--- src/rtl/contador_pkg.sv ---
// Shared types and constants for the contador_sched round-robin counter scheduler.
package contador_pkg;

    typedef enum logic [1:0] {
        IDLE = 2'd0,
        RUN  = 2'd1,
        DONE = 2'd2
    } sched_state_t;

    localparam logic DIR_UP   = 1'b0;
    localparam logic DIR_DOWN = 1'b1;

endpackage

--- src/rtl/contador_sched_updown_core.sv ---
// Shared N-bit up/down counter datapath; load has priority over count enable.
module updown_core
    import contador_pkg::*;
#(
    parameter int N = 8
) (
    input  logic         clk,
    input  logic         reset,
    input  logic         load,
    input  logic [N-1:0] load_val,
    input  logic         en,
    input  logic         dir,
    output logic [N-1:0] q
);

    localparam logic [N-1:0] ONE = {{(N-1){1'b0}}, 1'b1};

    always_ff @(posedge clk or posedge reset) begin
        if (reset) begin
            q <= '0;
        end else if (load) begin
            q <= load_val;
        end else if (en) begin
            q <= (dir == DIR_DOWN) ? (q - ONE) : (q + ONE);
        end
    end

endmodule

--- src/rtl/contador_sched.sv ---
// Round-robin scheduler sharing one up/down counter among NREQ requesters.
// Optional abort feature: define CONTADOR_SCHED_ABORT_EN to add abort/aborted ports.
//
// state | meaning
// IDLE  | waiting for any req; grants the round-robin winner and loads start value
// RUN   | counter stepping toward end value (held while pause)
// DONE  | one-cycle completion pulse with done_id, then back to IDLE
module contador_sched
    import contador_pkg::*;
#(
    parameter int N    = 8,
    parameter int NREQ = 2
) (
    input  logic                                 clk,
    input  logic                                 reset,
    input  logic [NREQ-1:0]                      req,
    input  logic [NREQ-1:0]                      dir,
    input  logic [NREQ*N-1:0]                    len,
    input  logic                                 pause,
`ifdef CONTADOR_SCHED_ABORT_EN
    input  logic                                 abort,
    output logic                                 aborted,
`endif
    output logic [NREQ-1:0]                      gnt,
    output logic                                 busy,
    output logic [N-1:0]                         q,
    output logic                                 done,
    output logic [((NREQ > 1) ? $clog2(NREQ) : 1)-1:0] done_id
);

    localparam int IDW = (NREQ > 1) ? $clog2(NREQ) : 1;

    // First set request at or after the pointer, wrapping around.
    function automatic logic [IDW-1:0] rr_pick(input logic [NREQ-1:0] r, input logic [IDW-1:0] p);
        logic [IDW-1:0] w;
        logic           found;
        int             c;
        w     = '0;
        found = 1'b0;
        for (int k = 0; k < NREQ; k++) begin
            c = (int'(p) + k) % NREQ;
            if (!found && r[c]) begin
                w     = IDW'(c);
                found = 1'b1;
            end
        end
        return w;
    endfunction

    sched_state_t   state, state_nxt;
    logic [IDW-1:0] ptr;
    logic [IDW-1:0] win_id;
    logic           win_dir;
    logic [N-1:0]   end_val;

    logic [IDW-1:0] win;
    logic [N-1:0]   win_len;
    logic           grant;
    logic           load;
    logic [N-1:0]   load_val;
    logic           en;

    assign win     = rr_pick(req, ptr);
    assign win_len = len[int'(win)*N +: N];

    always_comb begin
        state_nxt = state;
        grant     = 1'b0;
        load      = 1'b0;
        load_val  = '0;
        en        = 1'b0;
        case (state)
            IDLE: begin
                if (|req) begin
                    grant     = 1'b1;
                    load      = 1'b1;
                    load_val  = (dir[win] == DIR_DOWN) ? win_len : '0;
                    state_nxt = RUN;
                end
            end
            RUN: begin
`ifdef CONTADOR_SCHED_ABORT_EN
                if (abort) begin
                    state_nxt = DONE;
                end else
`endif
                if (pause) begin
                    state_nxt = RUN;
                end else if (q == end_val) begin
                    state_nxt = DONE;
                end else begin
                    en = 1'b1;
                end
            end
            DONE:    state_nxt = IDLE;
            default: state_nxt = IDLE;
        endcase
    end

    always_ff @(posedge clk or posedge reset) begin
        if (reset) begin
            state   <= IDLE;
            ptr     <= '0;
            win_id  <= '0;
            win_dir <= DIR_UP;
            end_val <= '0;
        end else begin
            state <= state_nxt;
            if (grant) begin
                ptr     <= IDW'((int'(win) + 1) % NREQ);
                win_id  <= win;
                win_dir <= dir[win];
                end_val <= (dir[win] == DIR_DOWN) ? '0 : win_len;
            end
        end
    end

`ifdef CONTADOR_SCHED_ABORT_EN
    logic abort_flag;

    always_ff @(posedge clk or posedge reset) begin
        if (reset) begin
            abort_flag <= 1'b0;
        end else if (state == RUN) begin
            abort_flag <= abort;
        end
    end

    assign aborted = (state == DONE) && abort_flag;
`endif

    always_comb begin
        gnt = '0;
        if (state == RUN) begin
            gnt[win_id] = 1'b1;
        end
    end

    assign busy    = (state == RUN);
    assign done    = (state == DONE);
    assign done_id = done ? win_id : '0;

    updown_core #(.N(N)) u_core (
        .clk      (clk),
        .reset    (reset),
        .load     (load),
        .load_val (load_val),
        .en       (en),
        .dir      (win_dir),
        .q        (q)
    );

endmodule

--- config.mk ---
export PLATFORM = sky130hd
export DESIGN_NAME = contador_sched
export DESIGN_NICKNAME = d
export VERILOG_FILES = /design/src/rtl/contador_pkg.sv /design/src/rtl/contador_sched_updown_core.sv /design/src/rtl/contador_sched.sv
export SDC_FILE = /design/constraint.sdc
export NUM_CORES = 1
export LEC_CHECK = 0
export CORE_MARGIN = 8
export CORE_UTILIZATION = 26
export DETAILED_ROUTE_END_ITERATION = 8
export PLACE_DENSITY = 0.46
export SYNTH_ARGS = -nofsm -noshare
export SYNTH_HDL_FRONTEND = slang
export SYNTH_HIERARCHICAL = 1
export SYNTH_SLANG_ARGS = --single-unit
--- constraint.sdc ---
create_clock -name clk -period 3.83 [get_ports clk]
set_clock_uncertainty 0.2 [all_clocks]
set_input_delay 0.766 -clock clk [delete_from_list [all_inputs] [get_ports clk]]
set_output_delay 0.766 -clock clk [all_outputs]
set_load 0.02 [all_outputs]
==> results.yml, run 1 <==
power_and_ir_drop:
  p_switching_uw: 704
  p_leak_nw: 0.848
  combPwrFrac_pct: 61.1
  seqPwrFrac_pct: 29.5
  clkPwrFrac_pct: 9.4
  internal-power_uw: 860
  vdd_drop_max_mv: 0.156
  p_per_area_nw_per_um2: 704
  power_switching_share_pct: 45.0
cts:
  numCtsBuffers: 3
  cts_resized: 0
  root_buffer: "clkbuf_8"
  worst_setup_hold_path_clk_slew_ns: 0.08
  clock_latency_ns: 0.26
  htree_num_levels: 1
  ctsHoldBuffers: 0
  cts_sinks: 21
  cts_buffer_depth: 2
  postCtsSetupBuffers: 0
  cts_tree: "built"
grt:
  grt.overflow.total: 0
  grt_pass1_vias: 1667
  grt_max_degree: 36
  grt_pass1_wl_um: 8540
  grt_usage_pct: 10.5
  antenna_found_initial: 0
critical_path:
  crit_buf_inv: 2
  critPathMaxStageDelay_ns: 0.44
  critPathTopFamily: "simple AND/OR/NAND/NOR gates"
  worstPathMaxFanout: 7
  worst_ep_arrival_time_ns: 2.73
  worstReg2RegEnd: "u_core/q[7]"
  worst_setup_path_start_kind: "input port"
  required_ns: 3.78
  endpoint_kind: "flop"
  reg2reg_slack_ns: 1.36
  path_cells: "clkdlybuf4s50_1, nand2b_1, a21oi_1, inv_1, or3_1, or3_1, a21oi_1, and3b_1"
  reg2reg_depth: 8
  slowest_stage: "clkdlybuf4s50_1"
  r2r-start: "u_core/q[0]"
  critPathKind: "in -> reg"
layout:
  design_area_um2: 2220
  instances_no_fill: 319
  drive_above_1_share_pct: 6.28
  syn_to_final_growth_pct: 25.6
  most-common-layout-cells: "clkdlybuf4s50_1, a21oi_1, dfrtp_1, o21ai_0, nor2b_1"
  fin_util_pct: 33.2
  final_nets: 270
  layout_commonest_cell: "clkdlybuf4s50_1"
  n_antenna_cell: 0
placement:
  io_buffers: 35
  place_area_um2: 2170
  dp.cells: 315
  globalplace.congestion: 0.763
  post-dp-hpwl_um: 3950
run_status:
  outcome: "completed"
logic_synthesis:
  yosysSeqAreaShare_pct: 29.7
  synth_edf_count: 0
  synthTopCellsByArea: "dfrtp_1, a21oi_1, nor2b_1, o21ai_0, or4b_1"
  syn-num-nets: 239
  synth_top_flop_cell: "dfrtp_1"
  syn_inst: 209
  post-synth-top-area-fraction_pct: 29.7
  ys_types: 44
  syn_area_per_cell_um2: 8.45
  ys_ff_latch: 21
  synth_top_area_cell: "dfrtp_1"
  yosys_warnings: 6
  netlist_area_um2: 1770
  synth-async-reset-ratio_pct: 100
hold_path:
  holdCritPathClass: "reg -> reg"
  min_from: "state[1]"
  min_to: "state[0]"
  holdPathStages: 1
sta:
  fmax_mhz: 360
  hold_violations: 0
  period_needed_ns: 2.78
  finalSetupViolations: 0
  rsz0062_at_grt: "no"
  drv_slew: 0
  final.setup.tns_ns: 0
  fin_crit_sh_pct: 72.5
  hold_ws_ns: 0.304
  relSlewSlack_pct: 55.9
  worst_slew_pin_slew_ns: 0.656
detailed_routing:
  drt_iter0_drc: 99
  first_pass_iters: 4
  drt-vias-per-instance: 5.17
  route.vias.total: 1648
  drc: 0
  ant_nets: 0
  wl_um: 5060
  wl_per_cell_um: 15.9
floorplan:
  die_w_um: 98.4
  initial_core_util_pct: 26.4
  dieArea_um2: 9690
  io_pins: 36
  die_h_um: 98.4
  core_area_um2: 6680
  num_rows: 30
run:
  drv_cap: 0
logic make-up after synthesis:
| kind of cell | count (synthesis) | synth area share [%] |
|---|---|---|
| AOI/OAI and AO/OA | 75 | 25.4 |
| xor gates and xnor gates | 9 | 4.46 |
| adders and majority gates | 7 | 5.38 |
| buffers and inverters | 23 | 6.45 |
| DFF | 21 | 29.7 |
| muxes | 3 | 1.84 |
| and+or+nand+nor | 71 | 26.8 |
state kept, by name, summed over array words and instances (netlist names):
signal	count
end_val	8
ptr	1
state	2
win_dir	1
win_id	1
u_core/q	8
worst max-delay path by stage:
stage | startpoint | to | slack [ns] | cells past startpoint
after floorplan | state[0] | u_core/q[7] | 1.39 | 8
after global placement | pause | u_core/q[7] | 0.81 | 8
after detailed placement | pause | u_core/q[7] | 0.78 | 8
after CTS | pause | u_core/q[7] | 1.06 | 8
after global routing | pause | u_core/q[7] | 0.95 | 8
final | pause | u_core/q[7] | 1.05 | 8
synthesized netlist by cell type (2+ instances only):
cell type	instances
a211oi_1	2
a21oi_1	27
a2bb2oi_1	2
a31oi_1	9
and2_1	2
buf_2	4
buf_6	3
clkbuf_1	7
dfrtp_1	21
ha_1	6
inv_1	7
inv_2	2
mux2_2	2
nand2_1	9
nand2b_1	2
nand3_1	2
nand3b_1	3
nand4b_1	8
nor2_1	7
nor2b_1	15
nor3_1	3
nor4_1	2
o211ai_1	8
o21a_1	2
o21ai_0	18
or3_1	4
or4b_1	8
xor2_1	8
per-layer routing:
| layer | vias up | track usage, % | routed length (um) |
|---|---|---|---|
| met1 | 766 | 15.0 | 2610 |
| met4 | 0 | 3.42 | 44 |
| met3 | 2 | 1.41 | 188 |
| met2 | 41 | 15.8 | 2210 |
| met5 | - | 0 | 0 |
| li1 | 839 | - | - |
through the flow:
stage                     setup WS [ns]  total power [mW]
after floorplan                    1.39              1.12
after global placement            0.812              1.42
after detailed placement          0.785              1.42
after CTS                          1.06              1.58
after global routing              0.947              1.71
final                              1.05              1.56
area by class of cell:
cell class	instances	area [um^2]
multi-input cells	165	1130
fillers	725	4460
repair buffers	40	388
clock buffers	4	45.0
inverters	9	33.8
well taps	80	100
flip-flops and latches	21	526
power by group through the flow:
stage / combinational (mW) / clock [mW] / sequential [mW]
3_3_place_gp: 0.952 / 0 / 0.466
5_1_grt: 1.08 / 0.159 / 0.480
4_1_cts: 0.960 / 0.154 / 0.463
2_1_floorplan: 0.643 / 0 / 0.477
3_5_place_dp: 0.954 / 0 / 0.466
6_report: 0.956 / 0.147 / 0.461
Note: power is estimated with default switching activity, not from simulation.
==> run 2: changes to the inputs <==
--- a/config.mk
+++ b/config.mk
@@ -8,7 +8,7 @@
 export CORE_MARGIN = 8
 export CORE_UTILIZATION = 26
 export DETAILED_ROUTE_END_ITERATION = 8
-export PLACE_DENSITY = 0.46
+export PLACE_DENSITY = 0.48
 export SYNTH_ARGS = -nofsm -noshare
 export SYNTH_HDL_FRONTEND = slang
 export SYNTH_HIERARCHICAL = 1
==> constraint.sdc (replaced) <==
create_clock -name clk -period 2.3 [get_ports clk]
set_clock_uncertainty 0.2 [all_clocks]
set_input_delay 0.46 -clock clk [delete_from_list [all_inputs] [get_ports clk]]
set_output_delay 0.46 -clock clk [all_outputs]
set_load 0.02 [all_outputs]
==> results.yml, run 2 (synthesis results as in run 1) <==
placement:
  dp_slack_ns: -0.279
  globalplace.congestion: 0.745
  place_area_um2: 2440
  post-dp-hpwl_um: 4520
  io_buffers: 35
layout:
  final_nets: 306
  design_area_um2: 2530
  most-common-layout-cells: "buf_4, clkdlybuf4s50_1, a21oi_1, dfrtp_1, o21ai_0"
  nFillCells: 684
  multi_input_area_um2: 1170
  drive_above_1_share_pct: 22.5
  seqCellArea_um2: 528
  layout_commonest_cell: "buf_4"
  n_antenna_cell: 0
  largest_registers: "end_val (8), u_core/q (8), state (2)"
  syn_to_final_growth_pct: 43.3
power_and_ir_drop:
  vdd_drop_max_mv: 0.335
  clkPwrFrac_pct: 8.4
  p_per_area_nw_per_um2: 1190
  p_total_mw: 3.00
  combPwrFrac_pct: 68.2
  internal-power_mw: 1.71
  p_switching_mw: 1.29
  seqPwrFrac_pct: 23.4
  power_switching_share_pct: 43.0
  p_leak_nw: 1.04
floorplan:
  io_pins: 36
  die_h_um: 98.4
  num_rows: 30
  initial_core_util_pct: 26.4
  core_area_um2: 6680
  die_w_um: 98.4
  dieArea_um2: 9690
hold_path:
  holdCritPathClass: "in -> async"
detailed_routing:
  ant_nets: 0
  drt-vias-per-instance: 5.09
  wl_per_cell_um: 15.6
  drc: 0
  route.vias.total: 1807
  first_pass_iters: 4
  wl_um: 5540
  drt_iter0_drc: 120
critical_path:
  worst_setup_path_start_kind: "input port"
  critPathMaxStageDelay_ns: 0.41
  worstPathMaxFanout: 2
  required_ns: 2.27
  slowest_stage: "clkdlybuf4s50_1"
  worst_path_most_repeated_cell: "a21oi_2"
  endpoint_kind: "flop"
  path_cells: "clkdlybuf4s50_1, nand2b_1, a21oi_2, inv_1, or3_1, or3_4, a21oi_2, and3b_1"
  reg2reg_slack_ns: 0.10
  critPathKind: "in -> reg"
  worst_ep_arrival_time_ns: 2.20
grt:
  grt_use_met2_pct: 18.5
  grt_max_degree: 22
  grt_pass1_wl_um: 9270
  grtUsageMet1_pct: 15.8
  grt.overflow.total: 0
  use_met3_pct: 1.83
  grt_usage_pct: 11.7
  antenna_found_initial: 0
  grt_pass1_vias: 1816
  grt_busiest_layer: "met2"
cts:
  clock_latency_ns: 0.27
  cts_buffer_depth: 2
  htree_num_levels: 1
  numCtsBuffers: 3
  cts_tree: "built"
  root_buffer: "clkbuf_8"
  ctsHoldBuffers: 0
  worst_setup_hold_path_clk_slew_ns: 0.08
  cts_sinks: 21
sta:
  worst_slew_pin_slew_ns: 0.543
  period_needed_ns: 2.24
  relSlewSlack_pct: 63.8
  drv_slew: 0
  fmax_mhz: 447
  hold_violations: 0
  fin_crit_sh_pct: 97.3
  finalSetupViolations: 0
  setup_slack_ns: 0.0612
run:
  drv_cap: 0
run_status:
  outcome: "completed"
-- run 2: final cells by class --
class,instances,share of cell area (%)
Inverter,9,1.33
Clock buffer,3,1.63
Multi-Input combinational cell,165,46.2
Sequential cell,21,20.9
Clock inverter,1,0.198
Timing Repair Buffer,76,25.9
Tap cell,80,3.95
-- run 2: worst paths after layout --
path	start	to	depth (start not counted)
worst min-delay path	reset	u_core/q[7]	2
worst max register to register	end_val[4]	u_core/q[7]	8
worst max-delay path	pause	u_core/q[7]	8
max in group asynchronous	reset	win_dir	2
min in group clk	state[1]	state[0]	1
worst min register to register	state[1]	state[0]	1
-- run 2: worst max-delay path: cells and delay by family --
family,cells,cell delay (ns)
AND/OR/NAND/NOR,4,1.03
buffers and inverters,2,0.47
AO/OA/AOI/OAI,2,0.23
-- run 2: metrics by stage --
step | utilization (%) | hold slack, ns | setup TNS, ns | cells
CTS | 37.2 | 0.302 | 0 | 354
global placement | 36.5 | 0.300 | -0.363 | 350
finish | 37.9 | 0.298 | 0 | 355
detailed placement | 36.5 | 0.299 | -0.364 | 350
global route | 37.9 | 0.338 | -0.00267 | 355
floorplan | - | 0.0756 | 0 | 209
-- run 2: layer usage --
layer / up-vias / share of wire [%] / routed length, um
met4: 0 / 1.3 / 72
met1: 853 / 51 / 2810
met2: 40 / 45 / 2460
li1: 909 / - / -
met3: 5 / 3.5 / 194
met5: - / 0 / 0
-- run 2: power groups by stage --
stage / Clock [mW] / Combinational [mW] / Sequential, mW
after detailed placement: 0 / 1.96 / 0.710
after global routing: 0.274 / 2.26 / 0.729
after floorplan: 0 / 1.07 / 0.797
after CTS: 0.259 / 1.96 / 0.702
final: 0.251 / 2.05 / 0.704
after global placement: 0 / 1.95 / 0.709
-- run 2: timing repair --
| action | CTS | global route |
|---|---|---|
| pin swaps | 0 | 7 |
| endpoints found under the setup margin | 4 | 1 |
| buffers inserted | 0 | 2 |
| resized for setup | 4 | 8 |
==> run 3: changes to the inputs <==
--- a/config.mk
+++ b/config.mk
@@ -5,7 +5,7 @@
 export SDC_FILE = /design/constraint.sdc
 export NUM_CORES = 1
 export LEC_CHECK = 0
-export CORE_MARGIN = 8
+export CAP_MARGIN = 40
 export CORE_UTILIZATION = 26
 export DETAILED_ROUTE_END_ITERATION = 8
 export PLACE_DENSITY = 0.48
==> results.yml, run 3 (synthesis results as in run 1) <==
hold_path:
  holdCritPathClass: "in -> async"
cts:
  worst_setup_hold_path_clk_slew_ns: 0.08
  cts_tree: "built"
  clock_latency_ns: 0.26
  cts_buffer_depth: 2
  root_buffer: "clkbuf_8"
  numCtsBuffers: 3
  htree_num_levels: 1
  cts_sinks: 21
sta:
  rsz0062_at_grt: "no"
  fin_crit_sh_pct: 95.5
  setup_slack_ns: 0.103
  final.setup.tns_ns: 0
  period_needed_ns: 2.20
  worst_slew_pin_slew_ns: 0.548
  hold_violations: 0
  relSlewSlack_pct: 63.4
  fmax_mhz: 455
  drv_slew: 0
  finalSetupViolations: 0
critical_path:
  critPathKind: "reg -> reg"
  endpoint_kind: "flop"
  required_ns: 2.25
  worst_setup_path_start_kind: "flop"
  worst_ep_arrival_time_ns: 2.15
  critPathLaunch: "win_dir"
  worstPathMaxFanout: 7
  r2r-start: "win_dir"
layout:
  final_nets: 303
  most-common-layout-cells: "buf_4, clkdlybuf4s50_1, a21oi_1, dfrtp_1, o21ai_0"
  instances_no_fill: 349
  n_antenna_cell: 0
  layout_commonest_cell: "buf_4"
  fin_util_pct: 38.7
  drive_above_1_share_pct: 19.9
  largest_registers: "end_val (8), u_core/q (8), state (2)"
  syn_to_final_growth_pct: 41.6
  nFillCells: 688
run_status:
  violations: "DRC"
  outcome: "finished, violations left"
power_and_ir_drop:
  vdd_drop_max_mv: 0.308
  p_leak_nw: 1.04
  p_per_area_nw_per_um2: 1160
detailed_routing:
  wl_per_cell_um: 14.1
  ant_nets: 0
  first_pass_iters: 6
  wl_um: 4920
  drt_iter0_drc: 66
  drc: 2
  route.vias.total: 1755
  drt-vias-per-instance: 5.03
placement:
  post-dp-hpwl_um: 3930
  globalplace.congestion: 0.776
  dp.cells: 344
  dp_slack_ns: -0.301
  io_buffers: 35
floorplan:
  dieArea_um2: 7130
  num_rows: 29
  die_w_um: 84.4
  initial_core_util_pct: 27.4
  die_h_um: 84.4
  io_pins: 36
  core_area_um2: 6460
run:
  drv_cap: 0
grt:
  antenna_found_initial: 0
  grt_pass1_vias: 1726
  grt_usage_pct: 14.9
  grt.overflow.total: 0
  grt_max_degree: 23
  grt_pass1_wl_um: 8600
[run 3: timing repair]
item / in CTS / in global routing
endpoints found under the hold margin: 0 / 0
pin swaps: 1 / 1
buffers inserted: 0 / 1
hold buffers: 0 / 0
gates resized for setup: 5 / 6
setup endpoints to repair: 4 / 4
[run 3: area by class of cell]
cell class | count | area [um^2] | area share (%)
Timing Repair Buffer | 73 | 634 | 25.4
Tap cell | 77 | 96.3 | 3.85
Multi-Input combinational cell | 165 | 1160 | 46.6
Sequential cell | 21 | 527 | 21.1
Inverter | 9 | 33.8 | 1.35
Clock buffer | 4 | 45.0 | 1.80
[run 3: power by group]
| group | internal (mW) | leakage [nW] | switching, mW |
|---|---|---|---|
| Combinational | 1.00 | 0.765 | 0.972 |
| Clock | 0.123 | 0.0228 | 0.119 |
| Sequential | 0.548 | 0.248 | 0.141 |
| Total | 1.67 | 1.04 | 1.23 |
[run 3: path summary, 6_finish.rpt]
check                              endpoint  slack, ns  depth (start not counted)
worst max-delay path            u_core/q[7]       0.10                          7
worst min-delay path            u_core/q[1]       0.29                          2
worst max register to register  u_core/q[7]       0.10                          7
worst min register to register     state[0]       0.35                          1
max in group asynchronous        end_val[4]       1.16                          2
min in group clk                   state[0]       0.35                          1
[run 3: per-stage QoR]
step                      power (mW)  hold WS, ns  area, um^2
after floorplan                 1.87       0.0756        1770
after global placement          2.61        0.301        2410
after detailed placement        2.61        0.300        2410
after CTS                       2.87        0.306        2470
after global routing            3.19        0.338        2500
final                           2.91        0.287        2500
[run 3: per-layer routing]
metal | wire length (um) | vias to the layer above | GRT usage [%]
met3 | 184 | 2 | 0.885
met1 | 2550 | 806 | 22.6
met4 | 40 | 0 | 4.16
met2 | 2140 | 41 | 22.9
met5 | 0 | - | 0
li1 | - | 906 | -
[run 3: worst max-delay path: stages (launching register included)]
cell and delay [ns]:
dfrtp_1 0.42, buf_4 0.19, ha_1 0.37, a21oi_1 0.15
nand2_1 0.08, or3_1 0.39, a21oi_1 0.12, and3b_1 0.18
